## config.mk

```make
export PLATFORM = sky130hd
export DESIGN_NAME = rv32i_mem_stage_flat
export DESIGN_NICKNAME = d
export VERILOG_FILES = /design/src/rtl/rv32i_mem_stage_if.sv /design/src/rtl/rv32i_mem_stage.sv /design/src/flat_wrapper.sv
export SDC_FILE = /design/constraint.sdc
export NUM_CORES = 1
export LEC_CHECK = 0
export ABC_AREA = 1
export CORE_MARGIN = 5
export CORE_UTILIZATION = 35
export DETAILED_ROUTE_END_ITERATION = 10
export PLACE_DENSITY = 0.7
export REMOVE_ABC_BUFFERS = 1
export SETUP_SLACK_MARGIN = 0.15
export SYNTH_ARGS = -nofsm -noshare
export SYNTH_HDL_FRONTEND = slang
export SYNTH_SLANG_ARGS = --single-unit
```

## constraint.sdc

```tcl
create_clock -name clk -period 2.9 [get_ports clk]
set_input_delay 0.58 -clock clk [delete_from_list [all_inputs] [get_ports clk]]
set_output_delay 0.58 -clock clk [all_outputs]
set_load 0.03 [all_outputs]
```

## src/rtl/rv32i_mem_stage_if.sv

```systemverilog
// Data-memory bus between the MEM stage and the data memory:
// req/gnt for the address phase, rvalid/rdata for the response.
interface rv32i_mem_stage_if #(
  parameter int XLEN = 32,
  parameter int BE_W = XLEN / 8
);
  logic            dmem_req;
  logic            dmem_we;
  logic [XLEN-1:0] dmem_addr;
  logic [XLEN-1:0] dmem_wdata;
  logic [BE_W-1:0] dmem_be;
  logic            dmem_gnt;
  logic            dmem_rvalid;
  logic [XLEN-1:0] dmem_rdata;

  modport master (
    output dmem_req, dmem_we, dmem_addr,
    output dmem_wdata, dmem_be,
    input  dmem_gnt, dmem_rvalid, dmem_rdata
  );

  modport slave (
    input  dmem_req, dmem_we, dmem_addr,
    input  dmem_wdata, dmem_be,
    output dmem_gnt, dmem_rvalid, dmem_rdata
  );
endinterface

```

## src/rtl/rv32i_mem_stage.sv

```systemverilog
// MEM pipeline stage: data loads/stores over a req/gnt/rvalid
// bus, load extraction, stall generation and the MEM/WB register.
module rv32i_mem_stage #(
  parameter int XLEN  = 32,
  parameter int REG_W = 5,
  parameter int BE_W  = XLEN / 8
) (
  input  logic             clk,
  input  logic             reset,
  input  logic             valid_in,
  input  logic             flush,
  input  logic [31:0]      pc_in,
  input  logic [31:0]      iw_in,
  input  logic [XLEN-1:0]  alu_in,
  input  logic [XLEN-1:0]  rs2_in,
  input  logic             wb_en_in,
  input  logic [REG_W-1:0] wb_reg_in,
  output logic             stall_out,
  rv32i_mem_stage_if.master dmem,
  output logic             valid_out,
  output logic             wb_en_out,
  output logic [31:0]      pc_out,
  output logic [31:0]      iw_out,
  output logic [XLEN-1:0]  alu_out,
  output logic [REG_W-1:0] wb_reg_out,
  output logic             mem_err,
  output logic             df_mem_enable,
  output logic [REG_W-1:0] df_mem_reg,
  output logic [XLEN-1:0] df_mem_data
);
  localparam int OW = $clog2(BE_W);

  typedef enum logic [1:0] {
    IDLE, WAIT_GNT, WAIT_RSP
  } state_t;

  state_t r_state, w_nxt;

  logic             r_valid, r_wben_o, r_err, r_kill, r_wben;
  logic [31:0]      r_pc_o, r_iw_o, r_pc, r_iw;
  logic [XLEN-1:0]  r_alu;
  logic [REG_W-1:0] r_reg_o, r_reg;
  logic [2:0]       r_f3;
  logic [OW-1:0]    r_off;

  logic [2:0]       w_f3;
  logic [OW-1:0]    w_off;
  logic             w_ld, w_st, w_mem, w_ill, w_mis;
  logic             w_err, w_go;
  logic [XLEN-1:0]  w_sh, w_ldv;
  logic             w_v, w_we, w_e;
  logic [31:0]      w_pc, w_iw;
  logic [XLEN-1:0]  w_alu;
  logic [REG_W-1:0] w_reg;

  assign w_f3  = iw_in[14:12];
  assign w_off = alu_in[OW-1:0];
  assign w_ld  = valid_in && (iw_in[6:0] == 7'b0000011);
  assign w_st  = valid_in && (iw_in[6:0] == 7'b0100011);
  assign w_mem = w_ld || w_st;

  always_comb begin
    w_ill = 1'b0;
    case (w_f3)
      3'b000, 3'b001, 3'b010: w_ill = 1'b0;
      3'b011:                 w_ill = (XLEN != 64);
      3'b100, 3'b101:         w_ill = w_st;
      3'b110:                 w_ill = w_st || (XLEN != 64);
      default:                w_ill = 1'b1;
    endcase
  end

  assign w_mis = (w_off & OW'((4'd1 << w_f3[1:0]) - 4'd1)) != '0;
  assign w_err = w_mem && (w_ill || w_mis);
  assign w_go  = w_mem && !w_ill && !w_mis && !flush;

  assign dmem.dmem_addr = {alu_in[XLEN-1:OW], {OW{1'b0}}};
  assign dmem.dmem_we   = w_st;

  always_comb begin
    dmem.dmem_wdata = rs2_in;
    dmem.dmem_be    = '1;
    case (w_f3[1:0])
      2'b00: begin
        dmem.dmem_wdata = {BE_W{rs2_in[7:0]}};
        dmem.dmem_be    = BE_W'(1) << w_off;
      end
      2'b01: begin
        dmem.dmem_wdata = {(BE_W/2){rs2_in[15:0]}};
        dmem.dmem_be    = BE_W'(3) << w_off;
      end
      2'b10: begin
        dmem.dmem_wdata = {(BE_W/4){rs2_in[31:0]}};
        dmem.dmem_be    = BE_W'(15) << w_off;
      end
      default: begin
        dmem.dmem_wdata = rs2_in;
        dmem.dmem_be    = '1;
      end
    endcase
  end

  always_comb begin
    w_nxt         = r_state;
    dmem.dmem_req = 1'b0;
    stall_out     = 1'b0;
    unique case (r_state)
      WAIT_RSP: begin
        stall_out = !dmem.dmem_rvalid;
        if (dmem.dmem_rvalid) w_nxt = IDLE;
      end
      default: begin
        w_nxt = IDLE;
        if (w_go) begin
          dmem.dmem_req = 1'b1;
          if (!dmem.dmem_gnt) begin
            w_nxt     = WAIT_GNT;
            stall_out = 1'b1;
          end else if (w_ld) begin
            w_nxt     = WAIT_RSP;
            stall_out = 1'b1;
          end
        end
      end
    endcase
  end

  assign w_sh = dmem.dmem_rdata >> {r_off, 3'b000};

  always_comb begin
    w_ldv = w_sh;
    case (r_f3)
      3'b000:  w_ldv = XLEN'($signed(w_sh[7:0]));
      3'b001:  w_ldv = XLEN'($signed(w_sh[15:0]));
      3'b010:  w_ldv = XLEN'($signed(w_sh[31:0]));
      3'b100:  w_ldv = XLEN'(w_sh[7:0]);
      3'b101:  w_ldv = XLEN'(w_sh[15:0]);
      3'b110:  w_ldv = XLEN'(w_sh[31:0]);
      default: w_ldv = w_sh;
    endcase
  end

  // Load in flight uses the copy captured at grant time.
  always_comb begin
    w_pc  = pc_in;
    w_iw  = iw_in;
    w_alu = alu_in;
    w_reg = wb_reg_in;
    w_v   = valid_in && !flush;
    w_we  = wb_en_in && valid_in && !flush;
    w_e   = 1'b0;
    if (r_state == WAIT_RSP) begin
      w_pc  = r_pc;
      w_iw  = r_iw;
      w_alu = w_ldv;
      w_reg = r_reg;
      w_v   = dmem.dmem_rvalid && !r_kill && !flush;
      w_we  = w_v && r_wben;
    end else if (w_mem && !flush) begin
      if (w_err) begin
        w_we = 1'b0;
        w_e  = 1'b1;
      end else if (!(w_st && dmem.dmem_gnt)) begin
        w_v  = 1'b0;
        w_we = 1'b0;
      end
    end
  end

  always_ff @(posedge clk) begin
    if (reset) begin
      r_state  <= IDLE;
      r_valid  <= 1'b0;
      r_wben_o <= 1'b0;
      r_pc_o   <= '0;
      r_iw_o   <= '0;
      r_alu    <= '0;
      r_reg_o  <= '0;
      r_err    <= 1'b0;
      r_kill   <= 1'b0;
      r_wben   <= 1'b0;
      r_pc     <= '0;
      r_iw     <= '0;
      r_reg    <= '0;
      r_f3     <= '0;
      r_off    <= '0;
    end else begin
      r_state  <= w_nxt;
      r_valid  <= w_v;
      r_wben_o <= w_we;
      r_pc_o   <= w_pc;
      r_iw_o   <= w_iw;
      r_alu    <= w_alu;
      r_reg_o  <= w_reg;
      r_err    <= w_e;
      if (r_state != WAIT_RSP && w_nxt == WAIT_RSP) begin
        r_kill <= 1'b0;
        r_wben <= wb_en_in;
        r_pc   <= pc_in;
        r_iw   <= iw_in;
        r_reg  <= wb_reg_in;
        r_f3   <= w_f3;
        r_off  <= w_off;
      end else if (r_state == WAIT_RSP && flush) begin
        r_kill <= 1'b1;
      end
    end
  end

  assign valid_out     = r_valid;
  assign wb_en_out     = r_wben_o;
  assign pc_out        = r_pc_o;
  assign iw_out        = r_iw_o;
  assign alu_out       = r_alu;
  assign wb_reg_out    = r_reg_o;
  assign mem_err       = r_err;
  assign df_mem_enable = r_wben_o;
  assign df_mem_reg    = r_reg_o;
  assign df_mem_data   = r_alu;
endmodule
```

## src/flat_wrapper.sv

```systemverilog
// flat-port wrapper written by rule: the top's interface ports become plain ports
module rv32i_mem_stage_flat 
#(
  parameter int XLEN  = 32,
  parameter int REG_W = 5,
  parameter int BE_W  = XLEN / 8
)
  (clk, reset, valid_in, flush, pc_in, iw_in, alu_in, rs2_in, wb_en_in, wb_reg_in, stall_out, valid_out, wb_en_out, pc_out, iw_out, alu_out, wb_reg_out, mem_err, df_mem_enable, df_mem_reg, df_mem_data, dmem_dmem_req, dmem_dmem_we, dmem_dmem_addr, dmem_dmem_wdata, dmem_dmem_be, dmem_dmem_gnt, dmem_dmem_rvalid, dmem_dmem_rdata);
  rv32i_mem_stage_if #(.XLEN(XLEN), .BE_W(BE_W)) dmem_i ();
  input  logic clk;
  input  logic reset;
  input  logic valid_in;
  input  logic flush;
  input  logic [31:0] pc_in;
  input  logic [31:0] iw_in;
  input  logic [XLEN-1:0] alu_in;
  input  logic [XLEN-1:0] rs2_in;
  input  logic wb_en_in;
  input  logic [REG_W-1:0] wb_reg_in;
  output logic stall_out;
  output logic valid_out;
  output logic wb_en_out;
  output logic [31:0] pc_out;
  output logic [31:0] iw_out;
  output logic [XLEN-1:0] alu_out;
  output logic [REG_W-1:0] wb_reg_out;
  output logic mem_err;
  output logic df_mem_enable;
  output logic [REG_W-1:0] df_mem_reg;
  output logic [XLEN-1:0] df_mem_data;
  output wire logic [$bits(dmem_i.dmem_req)-1:0] dmem_dmem_req;
  output wire logic [$bits(dmem_i.dmem_we)-1:0] dmem_dmem_we;
  output wire logic [$bits(dmem_i.dmem_addr)-1:0] dmem_dmem_addr;
  output wire logic [$bits(dmem_i.dmem_wdata)-1:0] dmem_dmem_wdata;
  output wire logic [$bits(dmem_i.dmem_be)-1:0] dmem_dmem_be;
  input wire logic [$bits(dmem_i.dmem_gnt)-1:0] dmem_dmem_gnt;
  input wire logic [$bits(dmem_i.dmem_rvalid)-1:0] dmem_dmem_rvalid;
  input wire logic [$bits(dmem_i.dmem_rdata)-1:0] dmem_dmem_rdata;
  assign dmem_dmem_req = dmem_i.dmem_req;
  assign dmem_dmem_we = dmem_i.dmem_we;
  assign dmem_dmem_addr = dmem_i.dmem_addr;
  assign dmem_dmem_wdata = dmem_i.dmem_wdata;
  assign dmem_dmem_be = dmem_i.dmem_be;
  assign dmem_i.dmem_gnt = dmem_dmem_gnt;
  assign dmem_i.dmem_rvalid = dmem_dmem_rvalid;
  assign dmem_i.dmem_rdata = dmem_dmem_rdata;
  rv32i_mem_stage #(.XLEN(XLEN), .REG_W(REG_W), .BE_W(BE_W)) u_core (.clk(clk), .reset(reset), .valid_in(valid_in), .flush(flush), .pc_in(pc_in), .iw_in(iw_in), .alu_in(alu_in), .rs2_in(rs2_in), .wb_en_in(wb_en_in), .wb_reg_in(wb_reg_in), .stall_out(stall_out), .dmem(dmem_i), .valid_out(valid_out), .wb_en_out(wb_en_out), .pc_out(pc_out), .iw_out(iw_out), .alu_out(alu_out), .wb_reg_out(wb_reg_out), .mem_err(mem_err), .df_mem_enable(df_mem_enable), .df_mem_reg(df_mem_reg), .df_mem_data(df_mem_data));
endmodule
```

# Word-level counts from Yosys, hierarchy flattened
# Index checks and enable logic that the tools add are counted.
# W data, S select, Z words.
# totals
register_bits,182
input_bits,172
out_inout_bits,213
elab_cells,96
# op_classes
addsub,1
eq_ne,14
n_shift,5
n_mux,28
n_bitwise,2
n_reduce_logical,31
# ops
cell,count
$pmux W32 S4,1
$mux W32,3
$pmux W32 S2,1
$shr A32 B5 Y32,1
$logic_and A1 B1 Y1,16
$mux W1,15
$eq A3 B3 Y1 const B,4
$pmux W4 S3,1
$mux W2,5
$eq A7 B2 Y1 const B,1
$eq A7 B6 Y1 const B,1
$eq A2 B2 Y1 const B,3
$eq A3 B1 Y1 const B,2
$logic_not A3 Y1,2
$reduce_or A3 Y1,2
$logic_not A1 Y1,5
$mux W5,1
$reduce_or A2 Y1,2
$shl A1 B2 Y4 const A,1
$shl A2 B2 Y4 const A,1
$shl A4 B2 Y4 const A,1
$eq A3 B2 Y1 const B,1
$and A2 B2 Y2,1
$eq A2 B1 Y1 const B,1
8 further kinds,9

# Longest topological paths before layout
# Gate-level depths: netlist of run 1.
# logic_depth
depth_word,12
ltp_mapped,15

# Worst setup path before layout of run 1
# No wires, ideal clock.
# synth_timing
path_type,input to output
from,input iw_in[12]
to,output stall_out
arrival_time_ns,2.312
path_slack_ns,0.008
cell_stages,11
n_path_buf,1
cell_sequence,inv_1 > ha_1 > inv_2 > buf_6 > ha_1 > o21ai_1 > nor2_1 > nand2_1 > inv_2 > nand2_1 > o21ai_0
# synth_between
elab_chain_len,9
word_cells_on_any_way,19
cone_classes,add/sub (1); eq/ne (4); shift (1); mux (3); bitwise (1); reduce/logical (9)
# synth_rtl
item,line,rtl
"start, declared",flat_wrapper.sv:15,input logic [31:0] iw_in;
"$shl A1 B2 Y2, or another cell as far along",rv32i_mem_stage.sv:73,assign w_mis = (w_off & OW'((4'd1 << w_f3[1:0]) - 4'd1)) != '0;
"$sub A2 B1 Y2, or another cell as far along",rv32i_mem_stage.sv:73,
$and A2 B2 Y2 / $pmux W1 S2 (equally long branches),"rv32i_mem_stage.sv:73, rv32i_mem_stage.sv:64",
$reduce_bool A2 Y1 / $logic_not A1 Y1 (equally long branches),"rv32i_mem_stage.sv:73, rv32i_mem_stage.sv:75",
$logic_not A1 Y1 / $logic_and A1 B1 Y1 (equally long branches),rv32i_mem_stage.sv:75,assign w_go = w_mem && !w_ill && !w_mis && !flush;
$logic_and A1 B1 Y1 (*) (2 in a row),rv32i_mem_stage.sv:75,
$mux W1 (*),rv32i_mem_stage.sv:114,if (w_go) begin
$mux W1 (*),rv32i_mem_stage.sv:107,unique case (r_state)
"end, declared",flat_wrapper.sv:20,output logic stall_out;
# Mark *: on every way between the ends. The rest lies on a longest branch, timed or not.

# Final worst setup path of run 1
# layout_timing
from,input iw_in[0]
to,output stall_out
# layout_between
elab_chain_len,9
word_cells_on_any_way,14
cone_classes,eq/ne (2); mux (5); reduce/logical (7)
# layout_rtl
item,line,rtl
$eq A7 B6 Y1,rv32i_mem_stage.sv:59,assign w_st = valid_in && (iw_in[6:0] == 7'b0100011);
$logic_and A1 B1 Y1,rv32i_mem_stage.sv:59,
$pmux W1 S2,rv32i_mem_stage.sv:64,case (w_f3)
$logic_not A1 Y1,rv32i_mem_stage.sv:75,
$logic_and A1 B1 Y1 (3 in a row),rv32i_mem_stage.sv:75,
$mux W1 (*),rv32i_mem_stage.sv:114,
$mux W1 (*),rv32i_mem_stage.sv:107,
# Marks and branches as above.

==> results of run 1 <==
kinds of logic after synthesis:
group           synth area share
flops                      0.442
buf+inv                    0.166
compound gates             0.114
simple gates               0.268
fa+ha+maj                0.00927
other cells             0.000463
where the power goes:
group	internal [W]	leakage, nW	switching (W)
Clock	0.00116	0.286	0.00113
Combinational	0.000548	3.95	0.000661
Sequential	0.00253	1.47	0.0000352
Total	0.00424	5.70	0.00183
cells in the mapped netlist:
| master | n | share of area |
|---|---|---|
| sky130_fd_sc_hd__nand2_1 | 342 | 0.16 |
| sky130_fd_sc_hd__nor2_1 | 207 | 0.096 |
| sky130_fd_sc_hd__dfxtp_1 | 179 | 0.44 |
| sky130_fd_sc_hd__o21ai_0 | 131 | 0.081 |
| sky130_fd_sc_hd__inv_1 | 121 | 0.056 |
| sky130_fd_sc_hd__buf_4 | 79 | 0.073 |
| sky130_fd_sc_hd__clkbuf_1 | 35 | 0.016 |
| sky130_fd_sc_hd__a21oi_1 | 31 | 0.019 |
| sky130_fd_sc_hd__buf_2 | 15 | 0.0093 |
| sky130_fd_sc_hd__nand3_1 | 9 | 0.0056 |
| sky130_fd_sc_hd__a31oi_1 | 7 | 0.0054 |
| sky130_fd_sc_hd__inv_2 | 7 | 0.0032 |
| sky130_fd_sc_hd__ha_1 | 6 | 0.0093 |
| sky130_fd_sc_hd__buf_6 | 5 | 0.0069 |
| sky130_fd_sc_hd__o22ai_1 | 5 | 0.0039 |
| sky130_fd_sc_hd__nor3_1 | 3 | 0.0019 |
| sky130_fd_sc_hd__buf_1 | 2 | 0.00093 |
| sky130_fd_sc_hd__nor2_2 | 2 | 0.0015 |
| sky130_fd_sc_hd__a21oi_2 | 1 | 0.0011 |
| sky130_fd_sc_hd__a22o_1 | 1 | 0.0011 |
| sky130_fd_sc_hd__a22oi_1 | 1 | 0.00093 |
| sky130_fd_sc_hd__and3_1 | 1 | 0.00077 |
| sky130_fd_sc_hd__clkinv_1 | 1 | 0.00046 |
| sky130_fd_sc_hd__conb_1 | 1 | 0.00046 |
| sky130_fd_sc_hd__nand3_2 | 1 | 0.0012 |
| sky130_fd_sc_hd__nor2_4 | 1 | 0.0014 |
| sky130_fd_sc_hd__nor3b_1 | 1 | 0.00093 |
| sky130_fd_sc_hd__o21ai_1 | 1 | 0.00062 |
| sky130_fd_sc_hd__o31ai_1 | 1 | 0.00093 |
metal layers:
layer / track usage / share of wire / vias to the layer above
met5: 0 / 0 / -
li1: - / - / 4182
met2: 0.359 / 0.50 / 306
met4: 0.0588 / 0.014 / 0
met1: 0.237 / 0.40 / 3696
met3: 0.0639 / 0.084 / 23
cell type report:
class | count | area, sq um
Clock inverter | 14 | 171
Antenna cell | 4 | 10.0
Timing Repair Buffer | 417 | 4080
Inverter | 129 | 484
Multi-Input combinational cell | 754 | 3230
Fill cell | 2179 | 10400
Tap cell | 285 | 357
Sequential cell | 179 | 3580
Clock buffer | 18 | 429
what timing repair did:
| action | CTS | global route |
|---|---|---|
| pin swaps | 4 | 1 |
| gates resized for setup | 59 | 16 |
| setup endpoints to repair | 27 | 16 |
| setup buffers | 4 | 0 |
worst min-delay path: cells and delay by family (launching register included):
family | cells | cell delay (ps)
flip-flops | 1 | 310
buffers and inverters | 1 | 30
AND/OR/NAND/NOR | 1 | 70
path summary, 6_finish.rpt:
| kind | end | cells after the start | from | slack [ps] |
|---|---|---|---|---|
| min | u_core.r_iw[2] | 2 | u_core.r_iw[2] | 450 |
| min reg2reg | u_core.r_iw[2] | 2 | u_core.r_iw[2] | 450 |
| max reg2reg | u_core.alu_out[29] | 9 | u_core.r_off[0] | 780 |
| max | stall_out | 8 | iw_in[0] | 210 |
metrics by stage:
stage | setup TNS (ps) | hold WS [ps] | utilization
final | 0 | 454 | 0.544
after global routing | 0 | 484 | 0.544
after CTS | 0 | 457 | 0.544
after detailed placement | -10930 | 444 | 0.514
after global placement | -9330 | 438 | 0.514
after floorplan | -44510 | 425 | -
==> flow_summary.ini, run 1 <==
[layout]
ratio_of_cells_with_drive_above_1_in_the_final_layout = 0.0807
layout.cells.non_filler = 1800
area_delta_synth_final_pct = 52.5
net_count_of_the_finished_layout = 1676
most-common-layout-cells = sky130_fd_sc_hd__clkdlybuf4s50_1 (349), sky130_fd_sc_hd__nand2_1 (341), sky130_fd_sc_hd__nor2_1 (205)
layout_commonest_cell = sky130_fd_sc_hd__clkdlybuf4s50_1
final_design_area_no_fill_sq_um = 12400

[critical_path]
critPathMostFrequentCell = sky130_fd_sc_hd__nand2_1
worstPathRequired_ps = 2320
critPathTopFamily = buffers and inverters
timing_worst_setup_path_type = input port to primary output
max_fo_critical_path = 4
worst_ep_arrival_time_ps = 2110
stage_delay_of_the_slowest_cell_on_the_critical_path_ps = 480
critical_path.endpoint_type = primary output
worst_setup_path_start_kind = input port
path_cells = clkdlybuf4s50_1 > nand2_1 > nor2_2 > nand2_1 > a21oi_2 > nand2_2 > o21ai_2 > buf_4
critical_path.n_buffers_inverters = 2
critPathSlowestCell = sky130_fd_sc_hd__clkdlybuf4s50_1

[timing]
final_critical_path_setup_slack_ps = 209
slew_viol_final = 0
fin_crit_sh = 0.928
max_clock_freq_mhz = 372
finClkSkew_ps = 14.2
final.min_clock_period_ps = 2690
timing_hold_violations_final = 0
finalSetupViolations = 0
relSlewSlack = 0.275
timing_worst_slew_pin_value_ps = 1080
rsz0062_at_grt = yes

[die]
start_util = 0.357
design.portCount = 385
core_region_area_sq_um = 22700
rows = 55
die_area_sq_um = 26300
die_x_microns = 162
dieHeight_microns = 162

[placement]
gp_routability_congestion = 0.921
placedInstanceArea_sq_um = 11700
io_buffers = 382
placed_cells = 1760
preCtsSetupSlack_ps = -671
place.detailed.hpwl_mm = 21.2

[logic_synthesis]
synth-warning-count = 0
yosysUniqueCellTypes = 29
postSynthAreaPerCell_sq_um = 6.77
synth-seq-area-share = 0.442
post_synth_inst_count = 1197
netlist_area_sq_um = 8100
synth.ff_latch_count = 179

[run_status]
status = finished clean

[pwr]
vdd.ir_drop.worst_v = 0.000323
p_total_w = 0.00607
powerDensity_nw_per_um2 = 492
p_leak_nw = 5.70

[detailed_routing]
detail-route-antenna-nets = 0
dr.first_iter.drc_count = 439
detail_route.wirelength_mm = 27.7
drtPass1Iterations = 5
vias_per_cell = 4.56
via_count = 8207
wl_per_cell_microns = 15.4
drc_errors = 0

[clock_network]
cts.clk_slew.worst_paths_ps = 70
max-clock-path-buffers = 2
clkSinkCount = 179
clk_root_buffer_cell = sky130_fd_sc_hd__clkbuf_16
clk-insertion-delay-late_ps = 430
cts_hold_repair.buffers = 0
numCtsBuffers = 17
ctsHtreeMaxLevel = 4
tritoncts_clock_tree = yes

[grt]
initial_antenna_violation_count = 4
globalRoute.totalOverflow = 0
global_route_usage_sum = 0.203
largest_net_degree_at_the_start_of_global_routing = 46
grt_pass1_vias = 7733
grt_first_pass_wirelength_mm = 42.5

[min_path]
min-delay-path-class = flip-flop to flip-flop

[run]
max-cap-violations = 0
Note: power is estimated with default switching activity, not from simulation.
==> inputs of run 2 (changes only) <==
Settings changed: CELL_PAD_IN_SITES_DETAIL_PLACEMENT set to 1, CELL_PAD_IN_SITES_GLOBAL_PLACEMENT set to 2, CORE_UTILIZATION 35 to 21, PLACE_DENSITY 0.7 to unset, PLACE_DENSITY_LB_ADDON set to 0.1.
==> run 2 against run 1 <==
  * Combinational power increased by 3%
  * Fmax decreased by 0.79%
  * First-iteration DRC count decreased by 47%
  * Global-route usage decreased by 4.8 points
  * Sequential cell count unchanged
  * Largest power group is now clock
  * Critical path depth increased by 4
  * Wire length increased by 23%
  * Clock power increased by 16%
  * Sequential share of layout area decreased by 1.1 points
  * Die area increased by 62%
==> flow_summary.ini, run 2 (synthesis results as in run 1) <==
[run_status]
status = finished clean

[layout]
antennaDiodeCount = 0
final_design_area_no_fill_sq_um = 12800
n_fill_cell = 4675
most-common-layout-cells = sky130_fd_sc_hd__clkdlybuf4s50_1 (348), sky130_fd_sc_hd__nand2_1 (338), sky130_fd_sc_hd__nor2_1 (203)
area_delta_synth_final_pct = 58.3
ratio_of_cells_with_drive_above_1_in_the_final_layout = 0.0903
net_count_of_the_finished_layout = 1682
layout_commonest_cell = sky130_fd_sc_hd__clkdlybuf4s50_1
sequential_cell_area_sq_um = 3580
multi_input_comb_area_sq_um = 3240

[die]
rows = 72
core_region_area_sq_um = 38400
die_area_sq_um = 42600
start_util = 0.211
design.portCount = 385
die_x_microns = 206
dieHeight_microns = 206

[clock_network]
cts.clk_slew.worst_paths_ps = 70
cts_hold_repair.buffers = 0
tritoncts_clock_tree = yes
clk_root_buffer_cell = sky130_fd_sc_hd__clkbuf_16
max-clock-path-buffers = 2
clk-insertion-delay-late_ps = 440
numCtsBuffers = 17
clkSinkCount = 179
ctsHtreeMaxLevel = 4

[timing]
finClkSkew_ps = 14.1
timing_worst_slew_pin_value_ps = 637
timing_hold_violations_final = 0
fin_hold_ws_ps = 457
fin_crit_sh = 0.935
rsz0062_at_grt = yes
relSlewSlack = 0.575
max_clock_freq_mhz = 369
final_critical_path_setup_slack_ps = 187
slew_viol_final = 0
finalSetupViolations = 0
final.min_clock_period_ps = 2710

[placement]
place.detailed.hpwl_mm = 25.7
gp_routability_congestion = 0.764
io_buffers = 382
preCtsSetupSlack_ps = -752
placedInstanceArea_sq_um = 12200

[critical_path]
critical_path.n_buffers_inverters = 8
max_fo_critical_path = 8
path_cells = clkdlybuf4s15_2 > inv_2 > ha_2 > inv_2 > ha_4 > buf_6 > clkinvlp_4 > nand2_1 > buf_4 > o21ai_0 > buf_4 > buf_12
worst_ep_arrival_time_ps = 2130
worst-path-stages = 12
timing_worst_setup_path_type = input port to primary output
worstReg2RegEnd = u_core.alu_out[20]
critical_path.endpoint_type = primary output
stage_delay_of_the_slowest_cell_on_the_critical_path_ps = 190
critPathTopFamily = buffers and inverters
ff2ff_setup_slack_ps = 1090
worst_setup_path_start_kind = input port
critical_path.reg2reg.startpoint = u_core.r_off[0]
critPathSlowestCell = sky130_fd_sc_hd__clkdlybuf4s15_2
worstPathRequired_ps = 2320
cells_on_worst_reg2reg_path = 10

[min_path]
whs_path_depth = 2
worst_hold_path.endpoint = u_core.r_iw[5]
min-delay-path-class = flip-flop to flip-flop
hold_path.startpoint = u_core.r_iw[5]

[grt]
global_route_usage_sum = 0.155
grt_pass1_vias = 8596
grt_first_pass_wirelength_mm = 50.7
initial_antenna_violation_count = 5
largest_net_degree_at_the_start_of_global_routing = 65
globalRoute.totalOverflow = 0

[detailed_routing]
detail_route.wirelength_mm = 34.1
drtPass1Iterations = 4
vias_per_cell = 4.07
dr.first_iter.drc_count = 232
detail-route-antenna-nets = 0
via_count = 8290
wl_per_cell_microns = 16.8
drc_errors = 0

[pwr]
vdd.ir_drop.worst_v = 0.000393
powerDensity_nw_per_um2 = 505
p_leak_nw = 5.81

[run]
max-cap-violations = 0
==> run 2: cell types whose count changed in the layout (fill, tap and decap cells not counted), sizes merged, moves of 2 or more <==
cell and change:
bufinv +5, buf +20, diode -4, clkinv -6, clkbuf -2, clkdlybuf4s15 -10
==> run 2: per-stage QoR <==
step           setup TNS [ps]  cells   util  power (W)
2_1_floorplan          -44510   1062      -    0.00308
3_3_place_gp            -9900   2002  0.317    0.00390
3_5_place_dp           -11120   2002  0.317    0.00390
4_1_cts                     0   2035  0.333    0.00662
5_1_grt                     0   2035  0.334    0.00678
6_report                    0   2035  0.334    0.00648
==> run 2: layout make-up <==
class                   count  area share
inverters                 129      0.0381
flip-flops and latches    179       0.279
multi-input cells         754       0.252
repair buffers            423       0.328
well taps                 518      0.0505
clock buffers              18      0.0342
clock inverters            14      0.0172
==> run 2: layer usage <==
layer  global-route usage  routed length (microns)  vias to the layer above
met5                    0                       59                        -
met4               0.0406                      444                        8
met3               0.0455                     2520                       29
met2                0.268                    16700                      235
met1                0.189                    14400                     3837
li1                     -                        -                     4181
==> run 2: how the worst max path moves through the flow <==
stage	end	from	slack (ps)
after global placement	dmem_dmem_wdata[28]	iw_in[13]	-690
final	dmem_dmem_wdata[23]	iw_in[13]	190
after global routing	dmem_dmem_wdata[23]	iw_in[13]	90
after floorplan	u_core.alu_out[0]	reset	-890
after detailed placement	dmem_dmem_wdata[31]	iw_in[12]	-750
after CTS	dmem_dmem_wdata[14]	iw_in[13]	150
==> run 2: repair_timing <==
item                                    CTS  global route
hold endpoints to repair                  0             0
setup buffers                             1             0
pin swaps                                 2             2
endpoints found under the setup margin   26            22
gates resized for setup                  78            17
==> run 2: report_power, final <==
group | internal (W) | total, W | leakage, nW | switching, W
clock | 0.00157 | 0.00266 | 0.322 | 0.00109
combinational | 0.000567 | 0.00125 | 4.01 | 0.000685
sequential | 0.00253 | 0.00257 | 1.47 | 0.0000342
total | 0.00467 | 0.00648 | 5.81 | 0.00181
==> run 2: tightest hold or removal path: stages (launching register included) <==
cell,delay (ps)
sky130_fd_sc_hd__dfxtp_1,320
sky130_fd_sc_hd__nand3_1,70
sky130_fd_sc_hd__inv_1,30
